--- config.mk ---
export PLATFORM = sky130hd
export DESIGN_NAME = pid_steering_flat
export DESIGN_NICKNAME = d
export VERILOG_FILES = /design/src/rtl/pid_steering_if.sv /design/src/rtl/pid_steering.sv /design/src/flat_wrapper.sv
export SDC_FILE = /design/constraint.sdc
export NUM_CORES = 1
export LEC_CHECK = 0
export BUFFER_PORTS_ARGS = -buffer_cell sky130_fd_sc_hd__buf_2
export CELL_PAD_IN_SITES_DETAIL_PLACEMENT = 2
export CELL_PAD_IN_SITES_GLOBAL_PLACEMENT = 2
export CORE_UTILIZATION = 40
export DETAILED_ROUTE_END_ITERATION = 6
export HOLD_SLACK_MARGIN = 0.03
export PLACE_DENSITY_LB_ADDON = 0.15
export SETUP_SLACK_MARGIN = 0.5
export SKIP_CTS_REPAIR_TIMING = 1
export SYNTH_ARGS = -nofsm -noshare
export SYNTH_HDL_FRONTEND = slang
export SYNTH_SLANG_ARGS = --single-unit
--- constraint.sdc ---
create_clock -name clk -period 12.45 [get_ports clk]
set_clock_uncertainty 0.1 [all_clocks]
set_input_delay 0.6225 -clock clk [delete_from_list [all_inputs] [get_ports clk]]
set_output_delay 0.6225 -clock clk [all_outputs]
set_load 0.01 [all_outputs]
--- src/rtl/pid_steering_if.sv ---
// pid_steering_if: error-sample inputs and steering/speed outputs of the line-follow PID
//   error        signed 32  centre-line error, positive = path left of centre
//   error_ready  level      new error sample available (rising edge counts)
//   end_of_line  level      no path found in frame (rising edge counts)
//   steer        signed 16  saturated PID output
//   left_speed   10         left wheel command
//   right_speed  10         right wheel command
//   valid        1          one-cycle pulse when steer/speeds update
//   line_lost    1          lost-line stop active
interface pid_steering_if;
   logic signed [31:0] error;
   logic               error_ready;
   logic               end_of_line;
   logic signed [15:0] steer;
   logic        [9:0]  left_speed;
   logic        [9:0]  right_speed;
   logic               valid;
   logic               line_lost;
   modport master (
      output error, error_ready, end_of_line,
      input  steer, left_speed, right_speed, valid, line_lost
   );
   modport slave (
      input  error, error_ready, end_of_line,
      output steer, left_speed, right_speed, valid, line_lost
   );
endinterface

--- src/rtl/pid_steering.sv ---
// pid_steering: PID steering controller turning a per-frame line error into wheel speeds
//   clk    system clock, all logic on posedge
//   reset  synchronous active-high reset
//   bus    pid_steering_if.slave: error/error_ready/end_of_line in, steer/speeds/valid/line_lost out
module pid_steering #(
   parameter int KP          = 4,
   parameter int KI          = 1,
   parameter int KD          = 2,
   parameter int SHIFT       = 2,
   parameter int ERR_MAX     = 160,
   parameter int I_MAX       = 1000,
   parameter int OUT_MAX     = 200,
   parameter int BASE_SPEED  = 300,
   parameter int SPEED_MAX   = 511,
   parameter int LOST_FRAMES = 3
) (
   input logic          clk,
   input logic          reset,
   pid_steering_if.slave bus
);
   typedef enum logic [2:0] {IDLE, CAPTURE, MULT, SUM, OUTPUT} state_t;
   state_t r_state, w_state_nxt;
   logic r_er_q, r_eol_q, w_er_rise, w_eol_rise, w_lost_hit;
   logic signed [31:0] r_e, r_d, r_e_prev, r_integ, r_p, r_i, r_dd;
   logic signed [31:0] w_e, w_isum, w_integ, w_sum, w_sat, w_lraw, w_rraw;
   logic [9:0] w_left, w_right, r_left, r_right;
   logic signed [15:0] r_steer;
   logic [7:0] r_lost;
   logic r_valid, r_line_lost;
   assign w_er_rise  = bus.error_ready & ~r_er_q;
   assign w_eol_rise = bus.end_of_line & ~r_eol_q;
   assign w_lost_hit = (r_state == IDLE) && w_eol_rise && (r_lost == 8'(LOST_FRAMES - 1));
   assign w_e     = (bus.error > ERR_MAX) ? ERR_MAX : (bus.error < -ERR_MAX) ? -ERR_MAX : bus.error;
   assign w_isum  = r_integ + w_e;
   assign w_integ = (w_isum > I_MAX) ? I_MAX : (w_isum < -I_MAX) ? -I_MAX : w_isum;
   assign w_sum   = (r_p + r_i + r_dd) >>> SHIFT;
   assign w_sat   = (w_sum > OUT_MAX) ? OUT_MAX : (w_sum < -OUT_MAX) ? -OUT_MAX : w_sum;
   assign w_lraw  = BASE_SPEED - w_sat;
   assign w_rraw  = BASE_SPEED + w_sat;
   assign w_left  = (w_lraw < 0) ? '0 : (w_lraw > SPEED_MAX) ? 10'(SPEED_MAX) : w_lraw[9:0];
   assign w_right = (w_rraw < 0) ? '0 : (w_rraw > SPEED_MAX) ? 10'(SPEED_MAX) : w_rraw[9:0];
   assign bus.steer       = r_steer;
   assign bus.left_speed  = r_left;
   assign bus.right_speed = r_right;
   assign bus.valid       = r_valid;
   assign bus.line_lost   = r_line_lost;
   always_ff @(posedge clk)
      r_state <= reset ? IDLE : w_state_nxt;
   // end_of_line wins a tie with error_ready, so the sample is dropped
   always_comb begin
      w_state_nxt = r_state;
      case (r_state)
         IDLE:    w_state_nxt = (w_er_rise && !w_eol_rise) ? CAPTURE : IDLE;
         CAPTURE: w_state_nxt = MULT;
         MULT:    w_state_nxt = SUM;
         SUM:     w_state_nxt = OUTPUT;
         default: w_state_nxt = IDLE;
      endcase
   end
   // Outputs are registered on the SUM->OUTPUT edge so valid and the new
   // values are visible together during OUTPUT, four cycles after detection.
   always_ff @(posedge clk) begin
      if (reset) begin
         r_er_q      <= 1'b0;
         r_eol_q     <= 1'b0;
         r_e         <= '0;
         r_d         <= '0;
         r_e_prev    <= '0;
         r_integ     <= '0;
         r_p         <= '0;
         r_i         <= '0;
         r_dd        <= '0;
         r_steer     <= '0;
         r_left      <= '0;
         r_right     <= '0;
         r_lost      <= '0;
         r_valid     <= 1'b0;
         r_line_lost <= 1'b0;
      end else begin
         r_er_q  <= bus.error_ready;
         r_eol_q <= bus.end_of_line;
         r_valid <= 1'b0;
         case (r_state)
            IDLE: begin
               if (w_eol_rise && r_lost < 8'(LOST_FRAMES))
                  r_lost <= r_lost + 8'd1;
               if (w_lost_hit) begin
                  r_steer     <= '0;
                  r_left      <= '0;
                  r_right     <= '0;
                  r_integ     <= '0;
                  r_e_prev    <= '0;
                  r_line_lost <= 1'b1;
                  r_valid     <= 1'b1;
               end
            end
            CAPTURE: begin
               r_e      <= w_e;
               r_integ  <= w_integ;
               r_d      <= w_e - r_e_prev;
               r_e_prev <= w_e;
            end
            MULT: begin
               r_p  <= r_e * KP;
               r_i  <= r_integ * KI;
               r_dd <= r_d * KD;
            end
            SUM: begin
               r_steer     <= w_sat[15:0];
               r_left      <= w_left;
               r_right     <= w_right;
               r_valid     <= 1'b1;
               r_lost      <= '0;
               r_line_lost <= 1'b0;
            end
            default: ;
         endcase
      end
   end
endmodule

--- src/flat_wrapper.sv ---
// flat-port wrapper written by rule: the top's interface ports become plain ports
module pid_steering_flat 
#(
   parameter int KP          = 4,
   parameter int KI          = 1,
   parameter int KD          = 2,
   parameter int SHIFT       = 2,
   parameter int ERR_MAX     = 160,
   parameter int I_MAX       = 1000,
   parameter int OUT_MAX     = 200,
   parameter int BASE_SPEED  = 300,
   parameter int SPEED_MAX   = 511,
   parameter int LOST_FRAMES = 3
)
  (clk, reset, bus_error, bus_error_ready, bus_end_of_line, bus_steer, bus_left_speed, bus_right_speed, bus_valid, bus_line_lost);
  pid_steering_if bus_i ();
  input logic clk;
  input logic reset;
  input wire logic [$bits(bus_i.error)-1:0] bus_error;
  input wire logic [$bits(bus_i.error_ready)-1:0] bus_error_ready;
  input wire logic [$bits(bus_i.end_of_line)-1:0] bus_end_of_line;
  output wire logic [$bits(bus_i.steer)-1:0] bus_steer;
  output wire logic [$bits(bus_i.left_speed)-1:0] bus_left_speed;
  output wire logic [$bits(bus_i.right_speed)-1:0] bus_right_speed;
  output wire logic [$bits(bus_i.valid)-1:0] bus_valid;
  output wire logic [$bits(bus_i.line_lost)-1:0] bus_line_lost;
  assign bus_i.error = bus_error;
  assign bus_i.error_ready = bus_error_ready;
  assign bus_i.end_of_line = bus_end_of_line;
  assign bus_steer = bus_i.steer;
  assign bus_left_speed = bus_i.left_speed;
  assign bus_right_speed = bus_i.right_speed;
  assign bus_valid = bus_i.valid;
  assign bus_line_lost = bus_i.line_lost;
  pid_steering #(.KP(KP), .KI(KI), .KD(KD), .SHIFT(SHIFT), .ERR_MAX(ERR_MAX), .I_MAX(I_MAX), .OUT_MAX(OUT_MAX), .BASE_SPEED(BASE_SPEED), .SPEED_MAX(SPEED_MAX), .LOST_FRAMES(LOST_FRAMES)) u_core (.clk(clk), .reset(reset), .bus(bus_i));
endmodule
==> results of run 1 <==
## worst max-delay path: cells and delay by family, from the launching register on
| family | cells | cell delay [ns] |
|---|---|---|
| and+or+nand+nor | 12 | 3.93 |
| AOI/OAI and AO/OA | 9 | 2.07 |
| muxes | 1 | 0.36 |
| buffers and inverters | 4 | 0.91 |
| adders and majority gates | 4 | 1.51 |
| DFF | 1 | 0.33 |
## layer usage
layer	up-vias	wire length [microns]	share of wire, %	GRT usage, %
met5	-	0	0	0
met4	0	1420	2.3	7.64
met3	83	1600	2.6	2.37
met2	243	29800	49	50.3
met1	8146	28200	46	37.2
li1	7745	-	-	-
## sequential cells by signal, summed over array words and instances, names as in the netlist
register / flops
u_core.r_integ: 32
u_core.r_e_prev: 31
u_core.bus.valid: 1
u_core.bus.line_lost: 1
u_core.r_eol_q: 1
u_core.r_dd: 31
u_core.r_state: 3
u_core.r_p: 30
u_core.r_i: 31
u_core.r_d: 31
u_core.r_e: 30
u_core.bus.left_speed: 10
u_core.bus.right_speed: 10
u_core.r_er_q: 1
u_core.r_lost: 8
u_core.bus.steer: 16
## logic make-up after synthesis
logic type / Yosys count / synth area share [%]
multiplexers: 10 / 0.619
adder cells (fa/ha/maj): 131 / 11.2
AND/OR/NAND/NOR: 934 / 25.2
flip-flops: 267 / 31.9
XOR/XNOR: 95 / 4.96
buffers and inverters: 183 / 4.20
AO/OA/AOI/OAI: 591 / 21.9
## cell usage after synthesis, types with 40 or more instances
| library cell | n | area [sq um] |
|---|---|---|
| ha_1 | 99 | 1240 |
| clkbuf_1 | 87 | 327 |
| nor2_1 | 192 | 721 |
| xnor2_1 | 63 | 552 |
| nand3_1 | 40 | 200 |
| a21o_1 | 45 | 338 |
| o21ai_0 | 95 | 475 |
| nand2_1 | 457 | 1720 |
| dfxtp_1 | 267 | 5350 |
| a21oi_1 | 265 | 1330 |
| nor3_1 | 47 | 235 |
| inv_1 | 78 | 293 |
## area by class of cell
cell class / instances / share of cell area, %
clock buffer: 43 / 4.84
tap: 532 / 3.58
inverter: 78 / 1.57
clock inverter: 13 / 0.814
multi-input combinational: 1761 / 57.7
sequential: 267 / 28.7
timing repair buffer: 91 / 2.72
## worst max path at each step
stage,end
after floorplan,u_core.bus.right_speed[8]
after global placement,u_core.bus.right_speed[7]
after detailed placement,u_core.bus.left_speed[7]
after CTS,u_core.bus.left_speed[3]
after global routing,u_core.bus.left_speed[3]
final,u_core.bus.left_speed[8]
## cell usage in the layout (no fill, tap or decap), types with 40 or more instances in the layout
master	count
nand2_1	456
dfxtp_1	267
a21oi_1	265
nor2_1	190
ha_1	99
o21ai_0	95
inv_1	78
buf_2	72
xnor2_1	63
nor3_1	46
a21o_1	45
nand3_1	40
## power by group through the flow
stage          logic [mW]  registers (mW)  clock network, mW
6_report            0.458           0.900              0.942
4_1_cts             0.455           0.900              0.957
5_1_grt             0.498           0.902              0.989
3_3_place_gp        0.428           0.915                  0
2_1_floorplan       0.312           0.910                  0
3_5_place_dp        0.447           0.917                  0
## per-stage QoR
step	setup slack [ns]	area, sq um	instances	hold WS (ns)
after floorplan	4.00	16800	2211	0.330
after global placement	3.61	17600	2729	0.331
after detailed placement	3.26	17600	2729	0.347
after CTS	3.19	18600	2785	0.177
after global routing	2.43	18600	2785	0.225
final	3.08	18600	2785	0.190
==> results by group, run 1 <==
Power and ir drop
  – Seq pwr share: 39.1%
  – Leakage power figure: 7.58 nW
  – Clock power frac: 41.0%
  – Combinational power share: 19.9%
  – Total power: 2.30 mW
  – Total net switching power: 706 uW
  – Internal power: 1.59 mW
  – VDD IR max: 0.106 mV
  – PwrDens: 124 nW/um^2
  – Switch share: 30.7%

CTS
  – CTS tree: yes
  – Clk pin slew, worst setup/hold paths: 0.06 ns
  – Max clock buf depth: 3
  – Root buffer cell: clkbuf_16
  – CTS Buf Count: 30
  – Worst-skew pair later-pin latency: 0.57 ns
  – H-tree levels: 1
  – Clock sinks: 267

Worst setup path
  – Crit-path max cell delay: 0.71 ns
  – Crit. Startpoint: u_core.r_dd[2]
  – Setup crit end kind: register
  – R2R setup slack: 3.08 ns
  – Crit path DAT: 9.73 ns
  – Crit path launch type: register
  – Worst setup path class: register to register
  – Crit-path max FO: 47
  – Worst path slowest cell: nor4_1
  – R2R depth: 30
  – Reg2reg end: u_core.bus.left_speed[8]
  – Reg-to-Reg Start: u_core.r_dd[2]
  – Worst path required time: 12.81 ns

STA
  – Slew HR: 31.1%
  – TNS Setup: 0 ns
  – Final worst path period share: 75.3%
  – Fmax: 0.107 GHz
  – Final setup vio count: 0
  – RSZ-0062 raised after global routing: false
  – Crit path time final: 9.37 ns
  – Max-slew violations: 0
  – Final Hold Vio Count: 0
  – Slew @ Worst Pin: 1.03 ns

Routing
  – Drt pass-1 iters: 7
  – Detailed Route Iter0 Violations: 804
  – Routed WL: 61.1 mm
  – Avg WL per Cell: 21.9 microns
  – Vias per cell: 5.82
  – Residual DRC: 5
  – Antenna Nets Post-Route: 0
  – Via count: 16217

Global routing
  – Initial antenna violation count: 0
  – Number of global-route vias before repair: 17663
  – Largest net degree at the start of global routing: 95
  – Remaining Overflow, GRT: 0
  – Tot GR Track Use: 28.5%
  – First-pass GRT wire length: 96.7 mm

Synthesis
  – Post-Syn Area per Cell: 7.58 sq um
  – Synth unique cells: 87
  – Syn Inst Count: 2211
  – Post-synth EDFFs: 0
  – Post-synth net total: 2378
  – Warnings from Yosys: 0
  – Synth Cell Area: 16800 sq um
  – Post-synthesis register bit count: 267
  – Register area share after synthesis: 31.9%
  – Async S/R FF share, synth: 0%
  – Prevailing post-synth register cell: dfxtp_1

Floorplanning
  – Core Box Area: 41100 sq um
  – Top Ports: 74
  – Row cnt: 74
  – Die ar.: 42700 sq um
  – Die height: 207 microns
  – Starting density of the core: 40.8%
  – Die width: 207 microns

Placed design
  – Port bufs: 73
  – DP Wirelength: 44.5 mm
  – GPL Wtd Cong: 0.892

Flow run
  – Max Cap Viol: 0

Min path
  – Hold Path End: u_core.r_eol_q
  – Hold depth: 2
  – Hold wc startpoint: bus_end_of_line
  – Hold Path Class: input pin to register

Final layout
  – N_diodes: 0
  – Syn-to-layout area delta: 11.0%
  – NumNets Final: 2396
  – Storage cell area: 5350 sq um
  – Fin util: 45.3%
  – FILL cells: 4734
  – Area of the multi-input gates: 10700 sq um
  – Share of cells above drive strength 1: 8.92%

Status
  – Failing checks: design-rule violations
  – Outcome: complete, but fails checks
Power figures use the tool's default switching activity.
==> run 2, diff against run 1 <==
--- a/config.mk
+++ b/config.mk
@@ -8,7 +8,7 @@
 export BUFFER_PORTS_ARGS = -buffer_cell sky130_fd_sc_hd__buf_2
 export CELL_PAD_IN_SITES_DETAIL_PLACEMENT = 2
 export CELL_PAD_IN_SITES_GLOBAL_PLACEMENT = 2
-export CORE_UTILIZATION = 40
+export CORE_UTILIZATION = 34
 export DETAILED_ROUTE_END_ITERATION = 6
 export HOLD_SLACK_MARGIN = 0.03
 export PLACE_DENSITY_LB_ADDON = 0.15
==> constraint.sdc (replaced) <==
create_clock -name clk -period 8.4 [get_ports clk]
set_clock_uncertainty 0.1 [all_clocks]
set_input_delay 0.42 -clock clk [delete_from_list [all_inputs] [get_ports clk]]
set_output_delay 0.42 -clock clk [all_outputs]
set_load 0.01 [all_outputs]
==> run 2 against run 1 <==
Compared with the run above:
- the flow now finishes without violations
- die area grew 17%
- core utilization down 4.6 points
- sequential power rose by 48%
- first-iteration DRC count fell by 25%
- final area grew 6.6%
- clock power rose by 71%
- sequential share of layout area decreased by 1.8 points
- non-clock buffer count rose by 44
- fmax up 22%
- setup slack worse by 2.3 ns
==> results by group, run 2 (synthesis results as in run 1) <==
STA
  – Final worst path period share: 91.3% (+16 points)
  – Final setup vio count: 0 (unchanged)
  – TNS Setup: 0 ns (unchanged)
  – Max-slew violations: 0 (unchanged)
  – Fmax: 0.130 GHz (+22%)
  – Slew @ Worst Pin: 0.897 ns (-0.136 ns)
  – RSZ-0062 raised after global routing: true
  – Slew HR: 40.2% (+9.1 points)
  – Crit path time final: 7.67 ns (-1.71 ns)
  – Final Hold Vio Count: 0 (unchanged)

Global routing
  – Initial antenna violation count: 0 (unchanged)
  – Number of global-route vias before repair: 17064 (-3.4%)
  – First-pass GRT wire length: 94.7 mm (-2.0%)
  – Remaining Overflow, GRT: 0 (unchanged)
  – Largest net degree at the start of global routing: 85 (-11%)
  – Tot GR Track Use: 23.7% (-4.8 points)

Floorplanning
  – Top Ports: 74 (unchanged)
  – Die ar.: 50200 sq um (+17%)
  – Core Box Area: 48700 sq um (+19%)
  – Die height: 224 microns (+8.4%)
  – Starting density of the core: 34.4% (-6.4 points)
  – Row cnt: 81 (+9.5%)
  – Die width: 224 microns (+8.4%)

Worst setup path
  – Worst path required time: 8.72 ns (-4.09 ns)
  – Worst setup path class: register to register
  – Crit-path max cell delay: 0.54 ns (-0.17 ns)
  – Crit-path max FO: 8 (-83%)
  – Crit path launch type: register
  – CP top delay family: simple AND/OR/NAND/NOR gates
  – Worst path slowest cell: fa_1
  – WP buf/inv: 4 (unchanged)
  – Crit path DAT: 7.99 ns (-1.74 ns)
  – Setup crit end kind: register

Routing
  – Antenna Nets Post-Route: 0 (unchanged)
  – Routed WL: 60.0 mm (-1.8%)
  – Vias per cell: 5.44 (-6.7%)
  – Residual DRC: 0 (-5)
  – Avg WL per Cell: 20.2 microns (-7.7%)
  – Detailed Route Iter0 Violations: 606 (-25%)
  – Drt pass-1 iters: 5 (-2)
  – Via count: 16116 (-0.62%)

Placed design
  – Cell Area, Placed: 17900 sq um (+1.9%)
  – GPL Wtd Cong: 0.860 (-3.6%)
  – Port bufs: 73 (unchanged)
  – DP Wirelength: 45.4 mm (+2.0%)

Final layout
  – Commonest non-fill, non-tap cell in the layout: nand2_1
  – N_diodes: 0 (unchanged)
  – Biggest register: u_core.r_integ
  – NumNets Final: 2444 (+2.0%)
  – Share of cells above drive strength 1: 13.9% (+5.0 points)
  – FILL cells: 5542 (+17%)
  – Storage cell area: 5350 sq um (unchanged)
  – Area of the multi-input gates: 11300 sq um (+5.1%)
  – Final Cell Area: 19800 sq um (+6.6%)
  – Syn-to-layout area delta: 18.3%
  – Max FFs per register: 32 (unchanged)
  – Most frequent cells in the layout: nand2_1, dfxtp_1, a21oi_1, nor2_1, o21ai_0

Power and ir drop
  – PwrDens: 187 nW/um^2 (+51%)
  – VDD IR max: 0.0936 mV (-11%)
  – Leakage power figure: 7.95 nW (+4.9%)

Status
  – Outcome: finished clean

CTS
  – Worst-skew pair later-pin latency: 0.54 ns (-0.03 ns)
  – Clock sinks: 267 (unchanged)
  – Max clock buf depth: 3 (unchanged)
  – Root buffer cell: clkbuf_16
  – Clk pin slew, worst setup/hold paths: 0.06 ns (about the same)
  – CTS Buf Count: 34 (+13%)
  – H-tree levels: 2 (+1)
  – CTS tree: yes

Flow run
  – Max Cap Viol: 0 (unchanged)

Min path
  – Hold Path Class: input pin to register
-- run 2: where the power goes --
group	total (mW)	switching, mW	internal, mW
logic	0.763	0.482	0.281
clock network	1.61	0.580	1.03
registers	1.33	0.0283	1.30
total	3.71	1.09	2.62
-- run 2: worst paths after layout --
path | start | endpoint | slack [ns] | depth (start not counted)
worst max-delay path | u_core.r_dd[2] | u_core.bus.right_speed[2] | 0.73 | 29
worst min-delay path | bus_end_of_line | u_core.r_eol_q | 0.02 | 2
worst max register to register | u_core.r_dd[2] | u_core.bus.right_speed[2] | 0.73 | 29
worst min register to register | u_core.bus.left_speed[2] | u_core.bus.left_speed[2] | 0.34 | 2
-- run 2: final cells by class --
cell class              instances  share of cell area [%]
multi-input cells            1761                    56.9
flip-flops and latches        267                    27.0
clock buffers                  46                    4.93
repair buffers                135                    4.26
well taps                     664                    4.19
inverters                      78                    1.48
clock inverters                14                    1.27
-- run 2: routing by layer --
layer	track usage [%]	up-vias	wire length, microns
met1	31.5	8021	28200
met3	2.52	73	1340
met5	0	-	0
met2	41.0	178	29200
li1	-	7844	-
met4	5.59	0	1220
-- run 2: worst reg2reg max path, delay by kind of cell, from the launching register on --
kind            cells  cell delay (ns)
compound gates      8             1.98
fa+ha+maj           4             1.51
buf+inv             4             0.44
flops               1             0.33
mux                 1             0.20
simple gates       12             3.00
-- run 2: stage by stage --
step	hold slack (ns)	utilization, %	power [mW]	worst slack (ns)	instances
2_1_floorplan	0.330	-	1.81	0.549	2211
3_3_place_gp	0.328	36.7	2.02	0.309	2879
3_5_place_dp	0.340	36.7	2.05	0.0811	2879
4_1_cts	-0.00301	39.2	3.68	0.0343	2939
5_1_grt	0.0415	40.7	3.88	0.325	2965
6_report	0.0241	40.7	3.71	0.732	2965
==> run 3, diff against run 2 <==
--- a/config.mk
+++ b/config.mk
@@ -8,10 +8,10 @@
 export BUFFER_PORTS_ARGS = -buffer_cell sky130_fd_sc_hd__buf_2
 export CELL_PAD_IN_SITES_DETAIL_PLACEMENT = 2
 export CELL_PAD_IN_SITES_GLOBAL_PLACEMENT = 2
-export CORE_UTILIZATION = 34
+export CORE_UTILIZATION = 29
 export DETAILED_ROUTE_END_ITERATION = 6
 export HOLD_SLACK_MARGIN = 0.03
-export PLACE_DENSITY_LB_ADDON = 0.15
+export PLACE_DENSITY_LB_ADDON = 0.05
 export SETUP_SLACK_MARGIN = 0.5
 export SKIP_CTS_REPAIR_TIMING = 1
 export SYNTH_ARGS = -nofsm -noshare
==> run 3 against run 2 <==
Compared with the run above:
- global-route usage decreased by 3.0 points
- power increased by 1.8%
- sequential share of layout area decreased by 0.34 points
- final cell count increased by 3.6%
- sequential cell count unchanged
- sequential power about the same
- setup slack got worse by 0.00059 ns
- register-to-register slack about the same
- critical endpoint is now u_core.bus.right_speed[1]
==> results by group, run 3 (synthesis results as in run 1) <==
Power and ir drop
  – Clock power frac: 44.7% (+1.2 points)
  – Total power: 3.77 mW (+1.8%)
  – Switch share: 29.9% (+0.42 points)
  – Internal power: 2.65 mW (+1.2%)
  – Combinational power share: 20.0% (-0.6 points)
  – Leakage power figure: 8.04 nW (+1.2%)
  – Total net switching power: 1.13 mW (+3.3%)
  – PwrDens: 188 nW/um^2 (+0.49%)
  – VDD IR max: 0.190 mV (+100%)
  – Seq pwr share: 35.3% (-0.6 points)

STA
  – Hold WS: 0.0102 ns (-0.0139 ns)
  – Final Hold Vio Count: 0 (unchanged)
  – Final worst path period share: 91.3% (about the same)
  – Fmax: 0.130 GHz (about the same)
  – Slew HR: 34.1% (-6.1 points)
  – Crit path time final: 7.67 ns (+0.000591 ns)
  – Max-slew violations: 0 (unchanged)
  – Slew @ Worst Pin: 0.988 ns (+0.0908 ns)
  – RSZ-0062 raised after global routing: false
  – Final setup vio count: 0 (unchanged)

Routing
  – Met3 WL: 1.49 mm (+11%)
  – Via count: 16005 (-0.69%)
  – Avg WL per Cell: 20.3 microns (+0.21%)
  – Max layer used: met4
  – DRT met1 WL: 30.4 mm (+8.0%)
  – Antenna Nets Post-Route: 0 (unchanged)
  – Residual DRC: 0 (unchanged)
  – Detailed Route Iter0 Violations: 601 (-0.83%)
  – Vias per cell: 5.21 (-4.1%)
  – Drt pass-1 iters: 4 (-1)
  – Routed WL: 62.2 mm (+3.8%)
  – DR WL met2: 28.9 mm (-1.2%)

Floorplanning
  – Starting density of the core: 29.6% (-4.8 points)
  – Core Box Area: 56700 sq um (+16%)
  – Row cnt: 87 (+7.4%)
  – Top Ports: 74 (unchanged)
  – Die width: 242 microns (+8.2%)
  – Die ar.: 58800 sq um (+17%)
  – Die height: 242 microns (+8.2%)

Worst setup path
  – Worst path slowest cell: or4_4
  – Setup crit end kind: register
  – Crit-path max FO: 6 (-2)
  – Worst path required time: 8.77 ns (+0.05 ns)
  – Worst setup path class: register to register
  – Cell mode on critical path: buf_4
  – Crit-path max cell delay: 0.60 ns (+0.06 ns)
  – Crit path DAT: 8.04 ns (+0.05 ns)
  – Crit path launch type: register

Flow run
  – Max Cap Viol: 0 (unchanged)

Final layout
  – Most frequent cells in the layout: nand2_1, dfxtp_1, a21oi_1, nor2_1
  – Finished Layout Cells: 3071 (+3.6%)
  – NumNets Final: 2453 (+0.37%)
  – Biggest register: u_core.r_integ
  – Storage cell area: 5350 sq um (about the same)
  – Max FFs per register: 32 (unchanged)
  – Final Cell Area: 20100 sq um (+1.3%)
  – Share of cells above drive strength 1: 14.3% (+0.44 points)
  – FILL cells: 6564 (+18%)
  – Area of the multi-input gates: 11300 sq um (about the same)
  – Commonest non-fill, non-tap cell in the layout: nand2_1
  – Syn-to-layout area delta: 19.9%

CTS
  – Clock sinks: 267 (unchanged)
  – Max clock buf depth: 3 (unchanged)
  – CTS tree: yes
  – H-tree levels: 2 (unchanged)
  – CTS Buf Count: 36 (+5.9%)
  – Root buffer cell: clkbuf_16
  – Worst-skew pair later-pin latency: 0.55 ns (about the same)
  – Clk pin slew, worst setup/hold paths: 0.06 ns (about the same)

Placed design
  – Placed cells: 2972 (+3.2%)
  – DP Wirelength: 47.6 mm (+5.0%)
  – GPL Wtd Cong: 0.848 (-1.4%)
  – Port bufs: 73 (unchanged)
  – Cell Area, Placed: 18000 sq um (+0.69%)

Status
  – Outcome: finished clean

Global routing
  – Initial antenna violation count: 0 (unchanged)
  – Largest net degree at the start of global routing: 90 (+5.9%)
  – First-pass GRT wire length: 97.1 mm (+2.5%)
  – Number of global-route vias before repair: 16931 (-0.78%)
  – Remaining Overflow, GRT: 0 (unchanged)
  – Tot GR Track Use: 20.7% (-3.0 points)

Min path
  – Hold Path Class: input pin to register
==> run 3: path summary, 6_finish.rpt <==
kind,startpoint,to,slack [ns],cells past startpoint
worst min register to register,u_core.r_e[29],u_core.r_p[31],0.35,2
worst min-delay path,bus_error_ready,u_core.r_er_q,0.01,2
worst max register to register,u_core.r_dd[3],u_core.bus.right_speed[1],0.73,35
worst max-delay path,u_core.r_dd[3],u_core.bus.right_speed[1],0.73,35
==> run 3: cell type report <==
| cell class | count | share of cell area (%) |
|---|---|---|
| Inverter | 78 | 1.46 |
| Timing Repair Buffer | 142 | 4.53 |
| Antenna cell | 1 | 0.0125 |
| Multi-Input combinational cell | 1761 | 56.2 |
| Clock inverter | 12 | 1.05 |
| Sequential cell | 267 | 26.6 |
| Clock buffer | 54 | 5.48 |
| Tap cell | 756 | 4.71 |
==> run 3: per-layer routing <==
layer  GRT usage, %  vias up
met1           28.3     7895
met5              0        -
met4           6.01        0
met2           34.2      170
li1               -     7865
met3           2.29       75
==> run 3: worst max-delay path: cells and delay by family (launching register included) <==
family	cells	cell delay, ns
compound gates	12	2.83
flops	1	0.33
buf+inv	9	1.06
xor+xnor	1	0.18
simple gates	9	1.72
fa+ha+maj	4	1.36
==> run 3: power by group through the flow <==
stage	logic (mW)	registers, mW	clock network, mW
after floorplan	0.464	1.35	0
after global placement	0.679	1.36	0
after detailed placement	0.695	1.36	0
after CTS	0.699	1.33	1.74
after global routing	0.825	1.34	1.78
final	0.753	1.33	1.69
==> run 3: through the flow <==
stage | setup TNS [ns] | setup slack, ns | utilization [%]
after floorplan | 0 | 0.549 | -
after global placement | 0 | 0.0784 | 31.8
after detailed placement | -0.0145 | -0.0145 | 31.8
after CTS | -0.0440 | -0.0214 | 34.1
after global routing | 0 | 0.336 | 35.4
final | 0 | 0.731 | 35.4
